$ cat src/rtl/bus_sync_blink.sv
// bus_sync_blink: CLK1-domain strobe/PHI synchronisers, PHI edge pulse and blink dividers (blinks built only with BUS_SYNC_BLINK_EN)
module bus_sync_blink #(
  parameter int SYNC_STAGES  = 2,
  parameter int PHI_DIV_BITS = 23,
  parameter int CLK_DIV_BITS = 24
) (
  input  logic CLK1,
  input  logic RST,
  input  logic PHI,
  input  logic IORQ,
  input  logic RD,
  input  logic WR,
  output logic io_read,
  output logic io_write,
  output logic phi_read,
  output logic phi_edge,
  output logic blink1,
  output logic blink2
);
  if (SYNC_STAGES < 2 || PHI_DIV_BITS < 1 || CLK_DIV_BITS < 1) begin : g_bad_cfg
    $error("bus_sync_blink: illegal parameter set");
  end
  logic rd_req, wr_req, phi_prev;
  logic [SYNC_STAGES-1:0] rd_sync, wr_sync, phi_sync;
  assign rd_req = ~IORQ & ~RD;
  assign wr_req = ~IORQ & ~WR;
  // decoded strobes and PHI each ripple through their own chain; phi_prev trails phi_read by one cycle
  always_ff @(posedge CLK1) begin
    rd_sync  <= RST ? '0 : {rd_sync[SYNC_STAGES-2:0], rd_req};
    wr_sync  <= RST ? '0 : {wr_sync[SYNC_STAGES-2:0], wr_req};
    phi_sync <= RST ? '0 : {phi_sync[SYNC_STAGES-2:0], PHI};
    phi_prev <= RST ? 1'b0 : phi_read;
  end
  assign io_read  = rd_sync[SYNC_STAGES-1];
  assign io_write = wr_sync[SYNC_STAGES-1];
  assign phi_read = phi_sync[SYNC_STAGES-1];
  assign phi_edge = phi_read & ~phi_prev;
`ifdef BUS_SYNC_BLINK_EN
  logic [PHI_DIV_BITS-1:0] phi_cnt;
  logic [CLK_DIV_BITS-1:0] clk_cnt;
  // phi_cnt counts PHI rising edges, clk_cnt counts CLK1 cycles; reset beats increment
  always_ff @(posedge CLK1) begin
    phi_cnt <= RST ? '0 : phi_cnt + PHI_DIV_BITS'(phi_edge);
    clk_cnt <= RST ? '0 : clk_cnt + CLK_DIV_BITS'(1);
  end
  assign blink1 = phi_cnt[PHI_DIV_BITS-1];
  assign blink2 = clk_cnt[CLK_DIV_BITS-1];
`else
  assign blink1 = 1'b0;
  assign blink2 = 1'b0;
`endif
endmodule

$ cat config.mk
export PLATFORM = sky130hd
export DESIGN_NAME = bus_sync_blink
export DESIGN_NICKNAME = d
export VERILOG_FILES = /design/src/rtl/bus_sync_blink.sv
export SDC_FILE = /design/constraint.sdc
export NUM_CORES = 1
export LEC_CHECK = 0
export ABC_AREA = 1
export BUFFER_PORTS_ARGS = -buffer_cell sky130_fd_sc_hd__buf_2
export CORE_AREA = 8 8 45 47
export DETAILED_ROUTE_END_ITERATION = 10
export DIE_AREA = 0 0 53 55
export SLEW_MARGIN = 20
export SYNTH_ARGS = -nofsm -noshare
export SYNTH_HDL_FRONTEND = slang
export SYNTH_SLANG_ARGS = --single-unit
$ cat constraint.sdc
create_clock -name CLK1 -period 0.8 [get_ports CLK1]
set_clock_uncertainty 0.05 [all_clocks]
set_input_delay 0.04 -clock CLK1 [delete_from_list [all_inputs] [get_ports CLK1]]
set_output_delay 0.04 -clock CLK1 [all_outputs]
set_load 0.02 [all_outputs]
==> results by group, run 1 <==
Floorplanning
  – Core ar.: 1380 um^2
  – Die Area: 2920 um^2
  – Initial core utilization: 16.0%
  – Die X: 53 um
  – Die height: 55 um
  – I/O Pins: 12
  – Cell row count: 14

Routing
  – Vias: 177
  – Met3 WL post-DR: 112 um
  – Antenna-violating nets left: 0
  – WL/cell: 7.72 um
  – Vias per Instance: 3.05
  – Residual DRC: 0
  – DR iter-0 viols: 4
  – Met2 Routed Length: 170 um
  – WL final: 448 um
  – Met1 WL: 165 um
  – Top layer in use: met3
  – 1st-pass router iterations: 2

Yosys
  – Yosys cell types: 7
  – Cell taking the most area after synthesis: dfxtp_1
  – Synth Area per Inst: 8.52 um^2
  – Yosys top cell area share: 63.3%
  – Top FF cell, synth: dfxtp_1
  – Sequential area share after synthesis: 63.3%
  – Async set-reset flop share out of synthesis: 0%
  – Synthesis warning total: 0
  – Top post-synthesis cells by count: 8 x nor2_1, 7 x dfxtp_1, 6 x inv_1, 2 x buf_4
  – Cells after Synth: 26
  – Top-count cell post-synth: nor2_1
  – Number of synthesized flops with an enable pin: 0
  – Register bit count reported by yosys: 7
  – Synth area leaders: dfxtp_1 63%, nor2_1 14%, inv_1 10%, buf_4 6.8%, nand2_2 2.8%
  – Synthesized area: 221 um^2

Timing
  – Final setup vio count: 2
  – Max Fclk: 1110 MHz
  – Final WS setup: -0.104 ns
  – Tmin final: 0.904 ns
  – Slew Viols, Final: 0
  – RSZ-0062 raised after global routing: yes
  – Final Hold Violating Endpoints: 0
  – Final period util: 113%

Setup path
  – Worst Path Max Fanout: 2
  – Startpoint types: register
  – Setup CP Type: register to output pin
  – CP Capture Type: output pin
  – Register-to-register setup slack: 0.21 ns
  – CP required: 0.71 ns
  – Critical Path AT: 0.81 ns

Clock tree
  – CTS Buf Count: 3
  – CTS Sinks: 7
  – CTS tree: yes
  – CTS root buffer: clkbuf_4
  – Clk pin slew, worst setup/hold paths: 0.05 ns
  – Longest Clk Path Bufs: 2
  – Max H-tree Level: 1
  – Skew-Pair Late Insertion Delay: 0.24 ns

Layout
  – Final core utilization: 26.6%
  – Share of layout cells above drive strength 1: 35.7%
  – Diode count: 0
  – Final #Nets: 49
  – Area delta synth->final: 66.1%
  – Final instance area: 368 um^2

Placement
  – Final HPWL from detailed placement: 303 um
  – I/O Buffers: 9
  – Area after DPL: 278 um^2
  – RePlAce Congestion: 0.555

GRT
  – Largest net degree at the start of global routing: 7
  – Initial antenna violation count: 0
  – GR Overflow Total: 0
  – Vias in the first global route: 170
  – First-pass GRT wire length: 669 um
  – GRT Overall Usage: 3.67%

Min path
  – Worst hold path type: input port to register

Flow run
  – Max-cap violations: 0

Power
  – Pleak: 0.000190 uW
  – Worst VDD drop: 0.00126 V
  – PD cells: 2040 nW/um^2

Run status
  – Failing checks: setup timing
  – Status: complete, but fails checks
## placed cells by master, fill, tap and decap left out
| cell | n |
|---|---|
| dlygate4sd3_1 | 4 |
| nor2_1 | 7 |
| dfxtp_1 | 6 |
| buf_4 | 1 |
| clkbuf_4 | 3 |
| nand2_2 | 1 |
| buf_2 | 5 |
| conb_1 | 2 |
| inv_1 | 6 |
| nor2_2 | 1 |
| buf_6 | 2 |
| dlymetal6s4s_1 | 1 |
| clkbuf_1 | 1 |
| inv_2 | 1 |
| dfxtp_2 | 1 |
## layer usage
metal | track usage (%) | vias to the layer above
met2 | 4.30 | 13
li1 | - | 99
met3 | 6.68 | 0
met4 | 1.29 | 0
met5 | 0 | -
met1 | 2.60 | 65
## area by class of cell
cell class	count	area [um^2]
clock buffers	4	26.3
fillers	142	1020
inverters	7	26.3
multi-input cells	11	46.3
flip-flops and latches	7	141
well taps	16	20.0
repair buffers	13	108
## power by group
part	internal (uW)	total (uW)	switching, uW
combinational	39.2	78.4	39.2
sequential	363	366	3.65
clock	189	307	117
## sequential cells by signal, summed over array words and instances, names as in the netlist
name,flops
phi_prev,1
phi_sync,2
rd_sync,2
wr_sync,2
## cells by family after synthesis
family / synth area share, %
buf+inv: 18.6
other cells: 1.69
flops: 63.3
simple gates: 16.4
## critical path, cell delays in order (launching register included)
cell	delay, ns
dfxtp_2	0.32
inv_1	0.05
nor2_2	0.08
buf_6	0.12
## path summary, 6_finish.rpt
path                                     to  cells past startpoint         from
worst max-delay path               phi_edge                      3  phi_sync[1]
worst min-delay path            phi_sync[1]                      2          RST
worst max register to register     phi_prev                      2  phi_sync[1]
worst min register to register  phi_sync[1]                      2  phi_sync[0]
## metrics by stage
stage,power (uW),hold slack (ns),worst slack [ns],setup TNS [ns],std cells
floorplan,412,0.0612,0.00294,0,27
global placement,427,0.150,0.129,0,50
detailed placement,428,0.150,0.121,0,50
CTS,765,0.344,-0.124,-0.141,59
global route,799,0.180,-0.151,-0.194,58
finish,752,0.174,-0.104,-0.109,58
## repair_timing
action | 4_1_cts | 5_1_grt
setup endpoints to repair | 2 | 5
hold buffers | 5 | 0
hold endpoints to repair | 7 | 0
cloned | 0 | 0
gates resized for setup | 3 | 4
setup buffers | 0 | 0
No activity file was read; power rests on OpenSTA's default activity.
==> inputs of run 2 (changes only) <==
- BUFFER_PORTS_ARGS: -buffer_cell sky130_fd_sc_hd__buf_2 -> -buffer_cell sky130_fd_sc_hd__buf_4
- PLACE_DENSITY: default -> 0.43
==> run 2 against run 1 <==
The run still ends with setup timing left. Setup slack gained 0.010 ns. Cell area grew 6.1%. Largest cell class unchanged. Clock-buffer cell count is the same. Critical endpoint unchanged. First-iteration DRC count grew 25%. Die area is the same. Highest routed layer is now met4. Core utilization grew 1.6 points. Sequential share of layout area shrank 1.9 points. Global-route usage grew 0.38 points. Register-to-register slack is essentially flat. Hold slack lost 0.016 ns.
==> results by group, run 2 (synthesis gave the netlist of run 1 again) <==
GRT
  – Initial antenna violation count: 0 (unchanged)
  – Vias in the first global route: 171 (+0.59%)
  – M3 GR Usage: 4.55% (-2.1 points)
  – First-pass GRT wire length: 745 um (+11%)
  – Met1 usage: 3.82% (+1.2 points)
  – GRT Overall Usage: 4.05% (+0.38 points)
  – Largest net degree at the start of global routing: 7 (unchanged)
  – Global Route met2 Usage: 3.91% (-0.39 points)
  – GR Overflow Total: 0 (unchanged)
  – GRT busiest layer: met4

Floorplanning
  – Die Area: 2920 um^2 (unchanged)
  – Core ar.: 1380 um^2 (unchanged)
  – Initial core utilization: 16.0% (unchanged)
  – Die height: 55 um (unchanged)
  – Cell row count: 14 (unchanged)
  – I/O Pins: 12 (unchanged)
  – Die X: 53 um (unchanged)

Setup path
  – R2R cell count: 2 (unchanged)
  – Startpoint types: register
  – R2r endpoint: phi_prev
  – Critical path origin: phi_sync[1]
  – CP required: 0.71 ns (about the same)
  – Worst Path Max Fanout: 2 (unchanged)
  – Worst r2r src: phi_sync[1]
  – Critical Path AT: 0.80 ns (about the same)
  – Register-to-register setup slack: 0.21 ns (about the same)
  – Setup CP Type: register to output pin
  – CP Capture Point: phi_edge
  – CP Capture Type: output pin

Layout
  – Final #Nets: 49 (unchanged)
  – Diode count: 0 (unchanged)
  – Commonest non-fill, non-tap cell in the layout: nor2_1
  – Final instance area: 390 um^2 (+6.1%)
  – Most frequent cells in the layout: 7 x nor2_1, 5 x inv_1, 5 x buf_4, 5 x dfxtp_1, 4 x dlygate4sd3_1
  – Share of layout cells above drive strength 1: 40.5% (+4.8 points)
  – Final core utilization: 28.2% (+1.6 points)
  – Area delta synth->final: 76.3%
  – Top Registers: phi_sync: 2 flops, rd_sync: 2 flops, wr_sync: 2 flops

Timing
  – Final WS setup: -0.0935 ns (+0.0104 ns)
  – RSZ-0062 raised after global routing: yes
  – Slew Viols, Final: 0 (unchanged)
  – Final Hold Violating Endpoints: 0 (unchanged)
  – Final period util: 112% (-1.3 points)
  – Final setup vio count: 1 (-1)
  – Tmin final: 0.894 ns (-0.0104 ns)
  – Max Fclk: 1120 MHz (+1.2%)

Clock tree
  – Skew-Pair Late Insertion Delay: 0.24 ns (about the same)
  – CTS tree: yes
  – Longest Clk Path Bufs: 2 (unchanged)
  – CTS Buf Count: 3 (unchanged)
  – CTS root buffer: clkbuf_4
  – Clk pin slew, worst setup/hold paths: 0.05 ns (about the same)
  – Setup bufs post-CTS: 0 (unchanged)
  – Max H-tree Level: 1 (unchanged)
  – CTS Sinks: 7 (unchanged)

Routing
  – DR iter-0 viols: 5 (+1)
  – Antenna-violating nets left: 0 (unchanged)
  – WL final: 435 um (-2.9%)
  – Vias per Instance: 3.10 (+1.7%)
  – 1st-pass router iterations: 4 (+2)
  – WL/cell: 7.50 um (-2.9%)
  – Residual DRC: 0 (unchanged)
  – Vias: 180 (+1.7%)

Min path
  – Min-delay src: RST
  – Worst hold path type: input port to register

Placement
  – I/O Buffers: 9 (unchanged)
  – RePlAce Congestion: 0.594 (+7.0%)
  – Final HPWL from detailed placement: 303 um (+0.20%)
  – Area after DPL: 300 um^2 (+8.1%)

Run status
  – Status: complete, but fails checks
  – Failing checks: setup timing

Flow run
  – Max-cap violations: 0 (unchanged)

Power
  – PD cells: 1960 nW/um^2 (-4.1%)
  – Worst VDD drop: 0.000684 V (-46%)
  – Pleak: 0.000196 uW (+2.8%)
run 2: worst max-delay path, cell delays in order, from the launching register on:
cell,delay (ns)
dfxtp_2,0.32
inv_2,0.05
nor2_4,0.07
buf_6,0.11
run 2: layout make-up:
class	count	area, um^2
clock buffers	4	26.3
fillers	155	993
inverters	7	26.3
multi-input cells	11	51.3
flip-flops and latches	7	143
well taps	16	20.0
repair buffers	13	124
run 2: per-stage QoR:
stage | hold slack (ns) | worst slack (ns) | power, uW | setup TNS [ns] | instances
final | 0.158 | -0.0935 | 764 | -0.0935 | 58
after global placement | 0.152 | 0.145 | 439 | 0 | 50
after floorplan | 0.0612 | 0.00294 | 412 | 0 | 27
after detailed placement | 0.148 | 0.135 | 439 | 0 | 50
after global routing | 0.194 | -0.156 | 829 | -0.183 | 58
after CTS | 0.343 | -0.118 | 786 | -0.132 | 59
run 2: routing by layer:
layer  part of all wire (%)  vias up  wire length, um
met4                    1.8        0                8
met1                     43       69              186
met2                     39       10              169
met5                      0        -                0
met3                     16        2               70
li1                       -       99                -
run 2: what timing repair did:
action	4_1_cts	5_1_grt
resized for setup	3	5
endpoints found under the setup margin	2	6
hold buffers	5	0
hold endpoints to repair	7	0
run 2: power by group:
part	total [uW]	switching [uW]	leakage [uW]	internal [uW]
clock	310	121	0.0000150	190
sequential	367	4.71	0.0000582	363
combinational	86.7	39.5	0.000122	47.1
total	764	165	0.000196	600
run 2: how the worst min path moves through the flow:
stage	endpoint	slack, ns	cells past startpoint
after floorplan	phi_sync[0]	0.06	1
after global placement	wr_sync[0]	0.15	2
after detailed placement	wr_sync[0]	0.15	2
after CTS	phi_sync[1]	0.34	2
after global routing	phi_sync[1]	0.19	2
final	phi_sync[1]	0.16	2
